--- src/rtl/transposition_tile_sequencer_if.sv ---
// Stream bundle around the transposition tile sequencer.
//   in_row/in_valid/in_ready : upstream tile rows, valid/ready handshake
//   out_row/out_valid/out_last : transposed rows to the systolic multiplier,
//                                valid-qualified, no backpressure
// slave  : the sequencer side (consumes in_*, produces out_*)
// master : the environment side (produces in_*, consumes out_*)
interface transposition_tile_sequencer_if #(
  parameter int DATA_WIDTH     = 16,
  parameter int SYSTOLIC_WIDTH = 4
);
  logic [SYSTOLIC_WIDTH*DATA_WIDTH-1:0] in_row;
  logic                                 in_valid;
  logic                                 in_ready;
  logic [SYSTOLIC_WIDTH*DATA_WIDTH-1:0] out_row;
  logic                                 out_valid;
  logic                                 out_last;

  modport master (
    output in_row, in_valid,
    input  in_ready, out_row, out_valid, out_last
  );

  modport slave (
    input  in_row, in_valid,
    output in_ready, out_row, out_valid, out_last
  );
endinterface

--- src/rtl/transposition_tile_sequencer.sv ---
// Buffers one W x W tile arriving row by row, then drives the transposition
// array for W load cycles and W read cycles, capturing the array's output
// rows into a registered valid-qualified stream.
//   clk    : single clock, rising edge
//   rst    : synchronous, active-high reset
//   strm   : in_row/in_valid/in_ready and out_row/out_valid/out_last
//   tr_in  : row to the array's matrix input (combinational)
//   tr_mode: array mode, 0 = load, 1 = read out (combinational)
//   tr_out : array's output row
//   busy   : high while loading or reading the array
module transposition_tile_sequencer #(
  parameter int DATA_WIDTH     = 16,
  parameter int SYSTOLIC_WIDTH = 4
) (
  input  logic                                 clk,
  input  logic                                 rst,
  transposition_tile_sequencer_if.slave        strm,
  output logic [SYSTOLIC_WIDTH*DATA_WIDTH-1:0] tr_in,
  output logic                                 tr_mode,
  input  logic [SYSTOLIC_WIDTH*DATA_WIDTH-1:0] tr_out,
  output logic                                 busy
);

  localparam int RW = SYSTOLIC_WIDTH * DATA_WIDTH;
  localparam int CW = $clog2(SYSTOLIC_WIDTH);
  localparam logic [CW-1:0] LAST = CW'(SYSTOLIC_WIDTH - 1);

  typedef enum logic [1:0] {
    FILL = 2'd0,
    LOAD = 2'd1,
    READ = 2'd2
  } state_t;

  state_t          state;
  logic [CW-1:0]   cnt;
  logic [RW-1:0]   tile_buf [SYSTOLIC_WIDTH];
  logic [RW-1:0]   out_row_q;
  logic            out_valid_q;
  logic            out_last_q;

  // Tile buffer is not reset; a reset returns to FILL, so stale rows are
  // always overwritten by W fresh handshakes before they are ever driven.
  always_ff @(posedge clk) begin
    if (state == FILL && strm.in_valid) begin
      tile_buf[cnt] <= strm.in_row;
    end
  end

  always_ff @(posedge clk) begin
    if (rst) begin
      state       <= FILL;
      cnt         <= '0;
      out_row_q   <= '0;
      out_valid_q <= 1'b0;
      out_last_q  <= 1'b0;
    end else begin
      out_valid_q <= 1'b0;
      out_last_q  <= 1'b0;
      case (state)
        FILL: begin
          if (strm.in_valid) begin
            if (cnt == LAST) begin
              state <= LOAD;
              cnt   <= '0;
            end else begin
              cnt <= cnt + 1'b1;
            end
          end
        end
        LOAD: begin
          if (cnt == LAST) begin
            state <= READ;
            cnt   <= '0;
          end else begin
            cnt <= cnt + 1'b1;
          end
        end
        READ: begin
          out_row_q   <= tr_out;
          out_valid_q <= 1'b1;
          out_last_q  <= (cnt == LAST);
          if (cnt == LAST) begin
            state <= FILL;
            cnt   <= '0;
          end else begin
            cnt <= cnt + 1'b1;
          end
        end
        default: begin
          state <= FILL;
          cnt   <= '0;
        end
      endcase
    end
  end

  // Array controls are decoded combinationally so the array registers the
  // row on the same edge that advances cnt.
  always_comb begin
    tr_in = '0;
    if (state == LOAD) begin
      tr_in = tile_buf[cnt];
    end
  end

  assign tr_mode        = (state == READ);
  assign busy           = (state != FILL);
  assign strm.in_ready  = (state == FILL);
  assign strm.out_row   = out_row_q;
  assign strm.out_valid = out_valid_q;
  assign strm.out_last  = out_last_q;

endmodule

--- src/flat_wrapper.sv ---
// flat-port wrapper written by rule: the top's interface ports become plain ports
module transposition_tile_sequencer_flat 
#(
  parameter int DATA_WIDTH     = 16,
  parameter int SYSTOLIC_WIDTH = 4
)
  (clk, rst, tr_in, tr_mode, tr_out, busy, strm_in_row, strm_in_valid, strm_in_ready, strm_out_row, strm_out_valid, strm_out_last);
  transposition_tile_sequencer_if #(.DATA_WIDTH(DATA_WIDTH), .SYSTOLIC_WIDTH(SYSTOLIC_WIDTH)) strm_i ();
  input  logic clk;
  input  logic rst;
  output logic [SYSTOLIC_WIDTH*DATA_WIDTH-1:0] tr_in;
  output logic tr_mode;
  input  logic [SYSTOLIC_WIDTH*DATA_WIDTH-1:0] tr_out;
  output logic busy;
  input wire logic [$bits(strm_i.in_row)-1:0] strm_in_row;
  input wire logic [$bits(strm_i.in_valid)-1:0] strm_in_valid;
  output wire logic [$bits(strm_i.in_ready)-1:0] strm_in_ready;
  output wire logic [$bits(strm_i.out_row)-1:0] strm_out_row;
  output wire logic [$bits(strm_i.out_valid)-1:0] strm_out_valid;
  output wire logic [$bits(strm_i.out_last)-1:0] strm_out_last;
  assign strm_i.in_row = strm_in_row;
  assign strm_i.in_valid = strm_in_valid;
  assign strm_in_ready = strm_i.in_ready;
  assign strm_out_row = strm_i.out_row;
  assign strm_out_valid = strm_i.out_valid;
  assign strm_out_last = strm_i.out_last;
  transposition_tile_sequencer #(.DATA_WIDTH(DATA_WIDTH), .SYSTOLIC_WIDTH(SYSTOLIC_WIDTH)) u_core (.clk(clk), .rst(rst), .strm(strm_i), .tr_in(tr_in), .tr_mode(tr_mode), .tr_out(tr_out), .busy(busy));
endmodule
--- config.mk ---
export PLATFORM = sky130hd
export DESIGN_NAME = transposition_tile_sequencer_flat
export DESIGN_NICKNAME = d
export VERILOG_FILES = /design/src/rtl/transposition_tile_sequencer_if.sv /design/src/rtl/transposition_tile_sequencer.sv /design/src/flat_wrapper.sv
export SDC_FILE = /design/constraint.sdc
export NUM_CORES = 1
export LEC_CHECK = 0
export BUFFER_PORTS_ARGS = -buffer_cell sky130_fd_sc_hd__buf_4
export CAP_MARGIN = 20
export CORE_MARGIN = 2
export CORE_UTILIZATION = 50
export DETAILED_ROUTE_END_ITERATION = 7
export PLACE_DENSITY = 0.72
export SKIP_CTS_REPAIR_TIMING = 1
export SYNTH_ARGS = -nofsm -noshare
export SYNTH_HDL_FRONTEND = slang
export SYNTH_SLANG_ARGS = --single-unit
--- constraint.sdc ---
create_clock -name clk -period 3.6 [get_ports clk]
set_input_delay 0.18 -clock clk [delete_from_list [all_inputs] [get_ports clk]]
set_output_delay 0.18 -clock clk [all_outputs]
set_load 0.01 [all_outputs]
# Yosys cells after proc, flatten, opt, wreduce, memory -nomap -nowiden
# Memory sizes are Yosys's and may differ from the RTL's. A register that Yosys moved wholly into a read port is not among the register bits.
# Index checks and enable logic that the tools add are counted.
[totals]
register_bits = 70
mem_count = 1
elab_cells = 35
ram_bits = 256
inputBits = 131
out_inout_bits = 133
[classes]
bitwise_logic = 1
reduce_logical = 6
eq_ne = 7
add_sub_neg = 1
n_mux = 14
[memory_table]
columns = ["name", "depth", "width", "rd", "rd_clocked_by_memory_dff", "wr", "line", "text"]
rows = [
  ["u_core.tile_buf", 4, 64, 1, 1, 1, "transposition_tile_sequencer.sv:36", "logic [RW-1:0] tile_buf [SYSTOLIC_WIDTH];"],
]
[ops]
columns = ["operator", "n"]
rows = [
  ["64-bit 2-to-1 mux", 1],
  ["2-bit 2-to-1 mux", 8],
  ["2-bit by 1-bit != test with 1-bit output (second input constant)", 3],
  ["2-bit case mux with 3 select lines", 1],
  ["2-bit equality test (second input constant)", 2],
  ["2-bit case mux with 2 select lines", 1],
  ["4-bit AND reduction", 1],
  ["2-bit OR reduction", 2],
  ["1-bit 2-to-1 mux", 3],
  ["2-bit by 1-bit adder with 2-bit output (second input constant)", 1],
  ["2-bit by 1-bit equality test with 1-bit output (second input constant)", 1],
  ["2-bit logical NOT", 1],
  ["2-bit != test (second input constant)", 1],
  ["2-bit nonzero test", 1],
  ["1-bit logical AND", 1],
  ["1-bit NOT", 1],
]

# Depth between registers and ports, before layout
# Gate-level depths: netlist of run 1.
[depth]
depth_word = 6
ltp_mapped = 6
mapped_depth_nobuf = 4

# Worst setup path before layout of run 1
# No wires, ideal clock.
[synth_path]
path_type = "flip-flop to flip-flop"
from = "reg u_core.state[1]"
to = "mem u_core.tile_buf[1][0] (netlist bit), enable pin"
setup_slack_ns = 0.869
path_buffers = 0
stages_incl_launch_ff = 3
required_time_ns = 3.171
t_arrival_ns = 2.301
setup_time_ns = 0.429
synth_period_minus_slack_ns = 2.731
path_cell_list = "dfxtp_1 > nor2_1 > and3_1"
[synth_between]
elab_chain_len = 4
[synth_lines]
columns = ["item", "line", "text"]
rows = [
  ["start: declaration", "transposition_tile_sequencer.sv:34", "state_t state;"],
  ["start signal: assignment", "transposition_tile_sequencer.sv:51", "state <= FILL;"],
  ["start signal: assignment", "transposition_tile_sequencer.sv:63", "state <= LOAD;"],
  ["start signal: assignment", "transposition_tile_sequencer.sv:72", "state <= READ;"],
  ["2-bit logical NOT", "-", ""],
  ["net strm_in_ready", "flat_wrapper.sv:17", "output wire logic [$bits(strm_i.in_ready)-1:0] strm_in_ready;"],
  ["1-bit logical AND", "transposition_tile_sequencer.sv:44", "if (state == FILL && strm.in_valid) begin"],
  ["1-bit 2-to-1 mux", "transposition_tile_sequencer.sv:44", ""],
  ["1-bit 2-to-1 mux (not written as such)", "transposition_tile_sequencer.sv:45", "tile_buf[cnt] <= strm.in_row;"],
  ["end: declaration", "transposition_tile_sequencer.sv:36", ""],
]
# The timed path passes the listed nets, and every way through them passes these cells.

==> results_dict.tcl, run 1 <==
set metrics [dict create \
    power.density_nw_per_um2 496 \
    ios 264 \
    crit_fanout 22 \
    p_leak_nw 6.09 \
    first_pass_iters 4 \
    synth_top_family_by_area "multiplexers" \
    outcome "completed" \
    place_hpwl_um 14600 \
    cts_num_sinks 328 \
    root_buffer "clkbuf_16" \
    period_share 0.717 \
    ys_warn_count 0 \
    worst_clock_skew_ns 0.0146 \
    worstSetupStartpointType "flop" \
    fillers 1509 \
    drv_cap 0 \
    grt_pass1_wl_um 38000 \
    ys_ff_latch 328 \
    vias 7376 \
    antenna_found_initial 0 \
    synthArstFlopShare 0 \
    synth_nets 858 \
    drtIter0Drc 438 \
    place_congestion 0.736 \
    final_nets 1248 \
    synthMuxAreaShare 0.120 \
    hold_viol_final 0 \
    final_cells 1460 \
    grt_max_degree 71 \
    worstMarginPinSlew_ns 0.999 \
    track_usage 0.189 \
    end_kind "output port" \
    die_h_um 160 \
    yosys.area_share.simple 0.0796 \
    hold_ws_ns 0.0932 \
    numCtsBuffers 35 \
    initial_core_util 0.506 \
    grt_pass1_vias 7026 \
    layout-drive-gt1-share 0.348 \
    peakVddDrop_v 0.000348 \
    clk_pin_slew_worst_paths_ns 0.06 \
    critPathRequiredTime_ns 3.42 \
    route.detailed.drc 0 \
    fmax_mhz 388 \
    syn-instance-count 723 \
    setup_tns_ns 0 \
    syn_avg_cell_area_um2 16.9 \
    h-tree-depth 2 \
    synth_adder_area_share 0.00409 \
    arrival_ns 2.40 \
    synth_top_area_frac 0.628 \
    placedCellCount 1271 \
    path_class "flop to output port" \
    worstSkewPairLatency_ns 0.50 \
    synth_top_area_cell "edfxtp_1" \
    cts_tree "done" \
    synth_enable_flop_cells 256 \
    diodes 0 \
    synth_xor_area_frac 0 \
    grt_overflow_total 0 \
    syn_to_final_growth_pct 37.9 \
    avgViaCountPerCell 5.05 \
    relSlewSlack 0.334 \
    setup-violations-final 0 \
    synth_top_cells_by_count "edfxtp_1 (256), nand2_1 (129), dfxtp_1 (72), a21oi_1 (65)" \
    ys_seq_area_frac 0.746 \
    min_path_type "input port to flop" \
    drtAntennaViolNets 0 \
    die-width_um 160 \
    synth_most_common_cell "edfxtp_1" \
    syn_area_um2 12200 \
    synth-compound-area-share 0.0285 \
    synth_cell_types 24 \
    die_area_um2 25700 \
    finalCriticalPeriod_ns 2.58 \
    design.core.area_um2 24200 \
    slew_violations 0 \
    rsz0062_at_grt "no" \
    cts_buffer_depth 3 \
    routed_wl_um 26800 \
    ys.flop_type "edfxtp_1" \
    rows 57 \
    synth_top_cells_by_area "edfxtp_1 (63%), dfxtp_1 (12%), mux4_2 (12%)" \
    wl_per_cell_um 18.4 \
    io_buffers 263 \
]
## sequential cells by signal (all words and copies together), names as in the netlist, named ones only
signal	cells
u_core.strm.out_valid	1
u_core.cnt	2
u_core.strm.out_row	64
u_core.state	2
u_core.strm.out_last	1
u_core.tile_buf	256
## per-layer routing
metal | share of wire | global-route usage | vias to the layer above
met2 | 0.48 | 0.306 | 264
met1 | 0.42 | 0.244 | 3606
met3 | 0.082 | 0.0700 | 37
li1 | - | - | 3469
met5 | 0 | 0 | -
met4 | 0.017 | 0.0516 | 0
## layout make-up
| type | count | area (µm²) | share of cell area |
|---|---|---|---|
| flip-flops and latches | 328 | 9140 | 0.541 |
| repair buffers | 396 | 3330 | 0.197 |
| multi-input cells | 347 | 2860 | 0.170 |
| clock buffers | 50 | 1020 | 0.0606 |
| well taps | 324 | 405 | 0.0240 |
| clock inverters | 10 | 97.6 | 0.00578 |
| inverters | 5 | 18.8 | 0.00111 |
## cell usage in the layout (no fill, tap or decap)
cell           synthesis  routed
buf_4                  4     265
edfxtp_1             256     256
nand2_1              129     129
dlygate4sd3_1          0     128
dfxtp_1               72      70
a21oi_1               65      65
mux4_2                64      64
nor2b_1               64      64
clkbuf_16              0      37
clkbuf_1              16       7
nor2_1                 6       6
clkinv_2               0       6
inv_1                  5       4
and3_4                 0       4
ha_1                   4       4
clkbuf_8               0       4
buf_12                 0       3
nand2b_2               0       2
mux2_2                 2       2
dfxtp_4                0       2
clkinv_1               0       2
bufinv_16              0       2
clkbuf_4               0       2
inv_2                  0       1
or4_1                  1       1
a32oi_1                1       1
nor3_1                 1       1
a22oi_1                1       1
or4b_2                 1       1
o31ai_1                1       1
and2_1                 1       1
## metrics by stage
step	power (mW)	setup slack (ns)	instance area (µm²)	utilization
3_5_place_dp	4.87	1.48	14500	0.598
4_1_cts	8.33	0.934	15600	0.644
2_1_floorplan	4.64	0.869	12200	-
3_3_place_gp	4.85	1.50	14500	0.598
6_report	8.36	1.02	16900	0.698
5_1_grt	8.66	0.854	16900	0.698
## worst paths after layout
path / start / end / slack [ns] / cells after the start
worst min register to register: u_core.strm.out_row[32]$_SDFFE_PP0P_ / u_core.strm.out_row[32]$_SDFFE_PP0P_ / 0.46 / 2
worst max-delay path: flop / tr_in[43] / 1.02 / 4
worst min-delay path: strm_in_valid / u_core.state[0]$_SDFFE_PP0P_ / 0.09 / 4
worst max register to register: u_core.state[1]$_SDFFE_PP0P_ / u_core.tile_buf[3][28]$_DFFE_PP_ / 1.49 / 2
## where the power goes
part           total (mW)  leakage [nW]  switching (mW)  internal, mW
clock                3.47         0.557            1.36          2.11
sequential           4.29          2.93          0.0642          4.22
combinational       0.606          2.60           0.229         0.377
## logic make-up after synthesis
| group | after synthesis |
|---|---|
| flip-flops | 328 |
| AND/OR/NAND/NOR | 209 |
| AO/OA/AOI/OAI | 68 |
| multiplexers | 66 |
| buffers and inverters | 48 |
| adder cells (fa/ha/maj) | 4 |
## critical path, stage by stage, from the launching register on
cell	delay, ns
dfxtp_4	0.67
buf_4	0.37
mux4_2	0.54
nor2b_1	0.16
buf_4	0.16
Power figures use the tool's default switching activity.
==> inputs of run 2 (changes only) <==
--- a/config.mk
+++ b/config.mk
@@ -5,12 +5,13 @@
 export SDC_FILE = /design/constraint.sdc
 export NUM_CORES = 1
 export LEC_CHECK = 0
+export ABC_AREA = 1
 export BUFFER_PORTS_ARGS = -buffer_cell sky130_fd_sc_hd__buf_4
 export CAP_MARGIN = 20
 export CORE_MARGIN = 2
 export CORE_UTILIZATION = 50
 export DETAILED_ROUTE_END_ITERATION = 7
-export PLACE_DENSITY = 0.72
+export PLACE_DENSITY = 0.74
 export SKIP_CTS_REPAIR_TIMING = 1
 export SYNTH_ARGS = -nofsm -noshare
 export SYNTH_HDL_FRONTEND = slang
==> constraint.sdc (replaced) <==
create_clock -name clk -period 2.35 [get_ports clk]
set_input_delay 0.1175 -clock clk [delete_from_list [all_inputs] [get_ports clk]]
set_output_delay 0.1175 -clock clk [all_outputs]
set_load 0.01 [all_outputs]
==> results_dict.tcl, run 2 <==
set metrics [dict create \
    outcome "completed" \
    synth_most_common_cell "inv_1" \
    rows 59 \
    root_buffer "clkbuf_16" \
    largest_reg_flops 256 \
    end_kind "output port" \
    ys.flop_type "edfxtp_1" \
    final_nets 1851 \
    finalCriticalPeriod_ns 2.18 \
    synthArstFlopShare 0 \
    worst_slack_ns 0.168 \
    rsz0062_at_grt "no" \
    power.density_nw_per_um2 760 \
    largest_register "u_core.tile_buf" \
    drv_cap 0 \
    final_cell_area_um2 18100 \
    dp_slack_ns 0.538 \
    route.detailed.drc 0 \
    cts_tree "done" \
    avgViaCountPerCell 4.97 \
    fmax_mhz 458 \
    fillers 1784 \
    h-tree-depth 2 \
    io_buffers 263 \
    path_cells "buf_4, nand3_1, a21oi_1, buf_4" \
    die_area_um2 28200 \
    multiInputGateArea_um2 2920 \
    syn_to_final_growth_pct 34.8 \
    cts_buffer_depth 3 \
    first_pass_iters 5 \
    clk_pin_slew_worst_paths_ns 0.06 \
    numCtsBuffers 34 \
    peakVddDrop_v 0.000794 \
    p_leak_nw 8.33 \
    track_usage 0.216 \
    synth_adder_area_share 0.00373 \
    grt_pass1_wl_um 48700 \
    routed_wl_um 33200 \
    setup-violations-final 0 \
    die_h_um 168 \
    ys_seq_area_frac 0.680 \
    yosys.area_share.simple 0.163 \
    register_area_um2 9130 \
    critPathRequiredTime_ns 2.23 \
    critical_path_buf_inv_count 2 \
    grt_overflow_total 0 \
    setup_tns_ns 0 \
    path_class "flop to output port" \
    crit_fanout 64 \
    wl_per_cell_um 16.0 \
    worst_path_max_delay_cell "buf_4" \
    worstMarginPinSlew_ns 0.781 \
    layout-drive-gt1-share 0.200 \
    cp_slowest_stage_delay_ns 0.63 \
    ys_ff_latch 328 \
    timing.critical_path.mode_cell "buf_4" \
    worst_clock_skew_ns 0.0241 \
    antenna_found_initial 0 \
    place_hpwl_um 18600 \
    synth_enable_flop_cells 256 \
    vias 10318 \
    placedCellCount 1886 \
    synth_xor_area_frac 0 \
    die-width_um 168 \
    initial_core_util 0.512 \
    final_cells 2074 \
    synthMuxAreaShare 0 \
    synth_top_area_cell "edfxtp_1" \
    cts_num_sinks 328 \
    grt_max_degree 129 \
    hold_viol_final 0 \
    worstSkewPairLatency_ns 0.51 \
    synth-compound-area-share 0.0489 \
    final_common_cell "buf_4" \
    arrival_ns 2.06 \
    ys_warn_count 0 \
    final_cell_mix "buf_4 (273), inv_1 (266), nand2_1 (264), edfxtp_1 (256), nor2_1 (135)" \
    worstSetupStartpointType "flop" \
    syn_area_um2 13400 \
    syn_avg_cell_area_um2 10.0 \
    grt_pass1_vias 9638 \
    synth_cell_types 19 \
    design.core.area_um2 26200 \
    drtAntennaViolNets 0 \
    relSlewSlack 0.479 \
    slew_violations 0 \
    place_congestion 0.768 \
    diodes 0 \
    place_area_um2 15700 \
    hold_start "strm_in_valid" \
    ios 264 \
    synth_top_cells_by_count "inv_1 (267), nand2_1 (265), edfxtp_1 (256), nor2_1 (138), nand3_1 (130)" \
    rr_startpoint "u_core.state[0]$_SDFFE_PP0P_" \
    crit_family "buffers and inverters" \
    period_share 0.929 \
    syn-instance-count 1339 \
    synth_top_family_by_area "simple AND/OR/NAND/NOR gates" \
    synth_nets 1474 \
    min_path_type "input port to flop" \
    synth_top_area_frac 0.573 \
    synth_top_cells_by_area "edfxtp_1 (57%), dfxtp_1 (11%), inv_1 (7.5%)" \
    drtIter0Drc 796 \
]
[run 2: power by group]
group          switching (mW)  internal, mW
registers               0.107          6.62
logic                    1.03         0.712
clock network            2.18          3.10
total                    3.31          10.4
[run 2: through the flow]
step,total power [mW],utilization,hold WS [ns]
3_3_place_gp,8.35,0.599,0.320
5_1_grt,14.2,0.690,0.0553
2_1_floorplan,7.72,-,0.187
6_report,13.7,0.690,0.0301
3_5_place_dp,8.40,0.599,0.325
4_1_cts,13.6,0.641,-0.207
[run 2: final timing paths]
kind	slack [ns]	to	cells after the start
worst max-delay path	0.17	tr_in[33]	4
worst min register to register	0.51	u_core.strm.out_row[41]$_SDFFE_PP0P_	2
worst min-delay path	0.03	u_core.state[0]$_SDFFE_PP0P_	3
worst max register to register	0.51	u_core.tile_buf[1][60]$_DFFE_PP_	4
[run 2: cell type report]
cell class	count	share of cell area
Tap cell	335	0.0232
Sequential cell	328	0.505
Timing Repair Buffer	410	0.194
Multi-Input combinational cell	670	0.161
Inverter	272	0.0568
Clock inverter	19	0.0101
Clock buffer	40	0.0501
[run 2: worst min-delay path, stage by stage]
cell and delay [ns]:
buf_4 0.12, nand3_1 0.15, a21oi_1 0.09
[run 2: cell families after synthesis]
kind of cell	count (synthesis)
simple gates	535
buf+inv	341
flops	328
compound gates	131
fa+ha+maj	4
[run 2: routing by layer]
| layer | vias up | routed length, µm | GRT usage |
|---|---|---|---|
| li1 | 4994 | - | - |
| met1 | 4831 | 13500 | 0.272 |
| met2 | 430 | 16400 | 0.370 |
| met3 | 63 | 2600 | 0.0543 |
| met4 | 0 | 748 | 0.0662 |
| met5 | - | 0 | 0 |
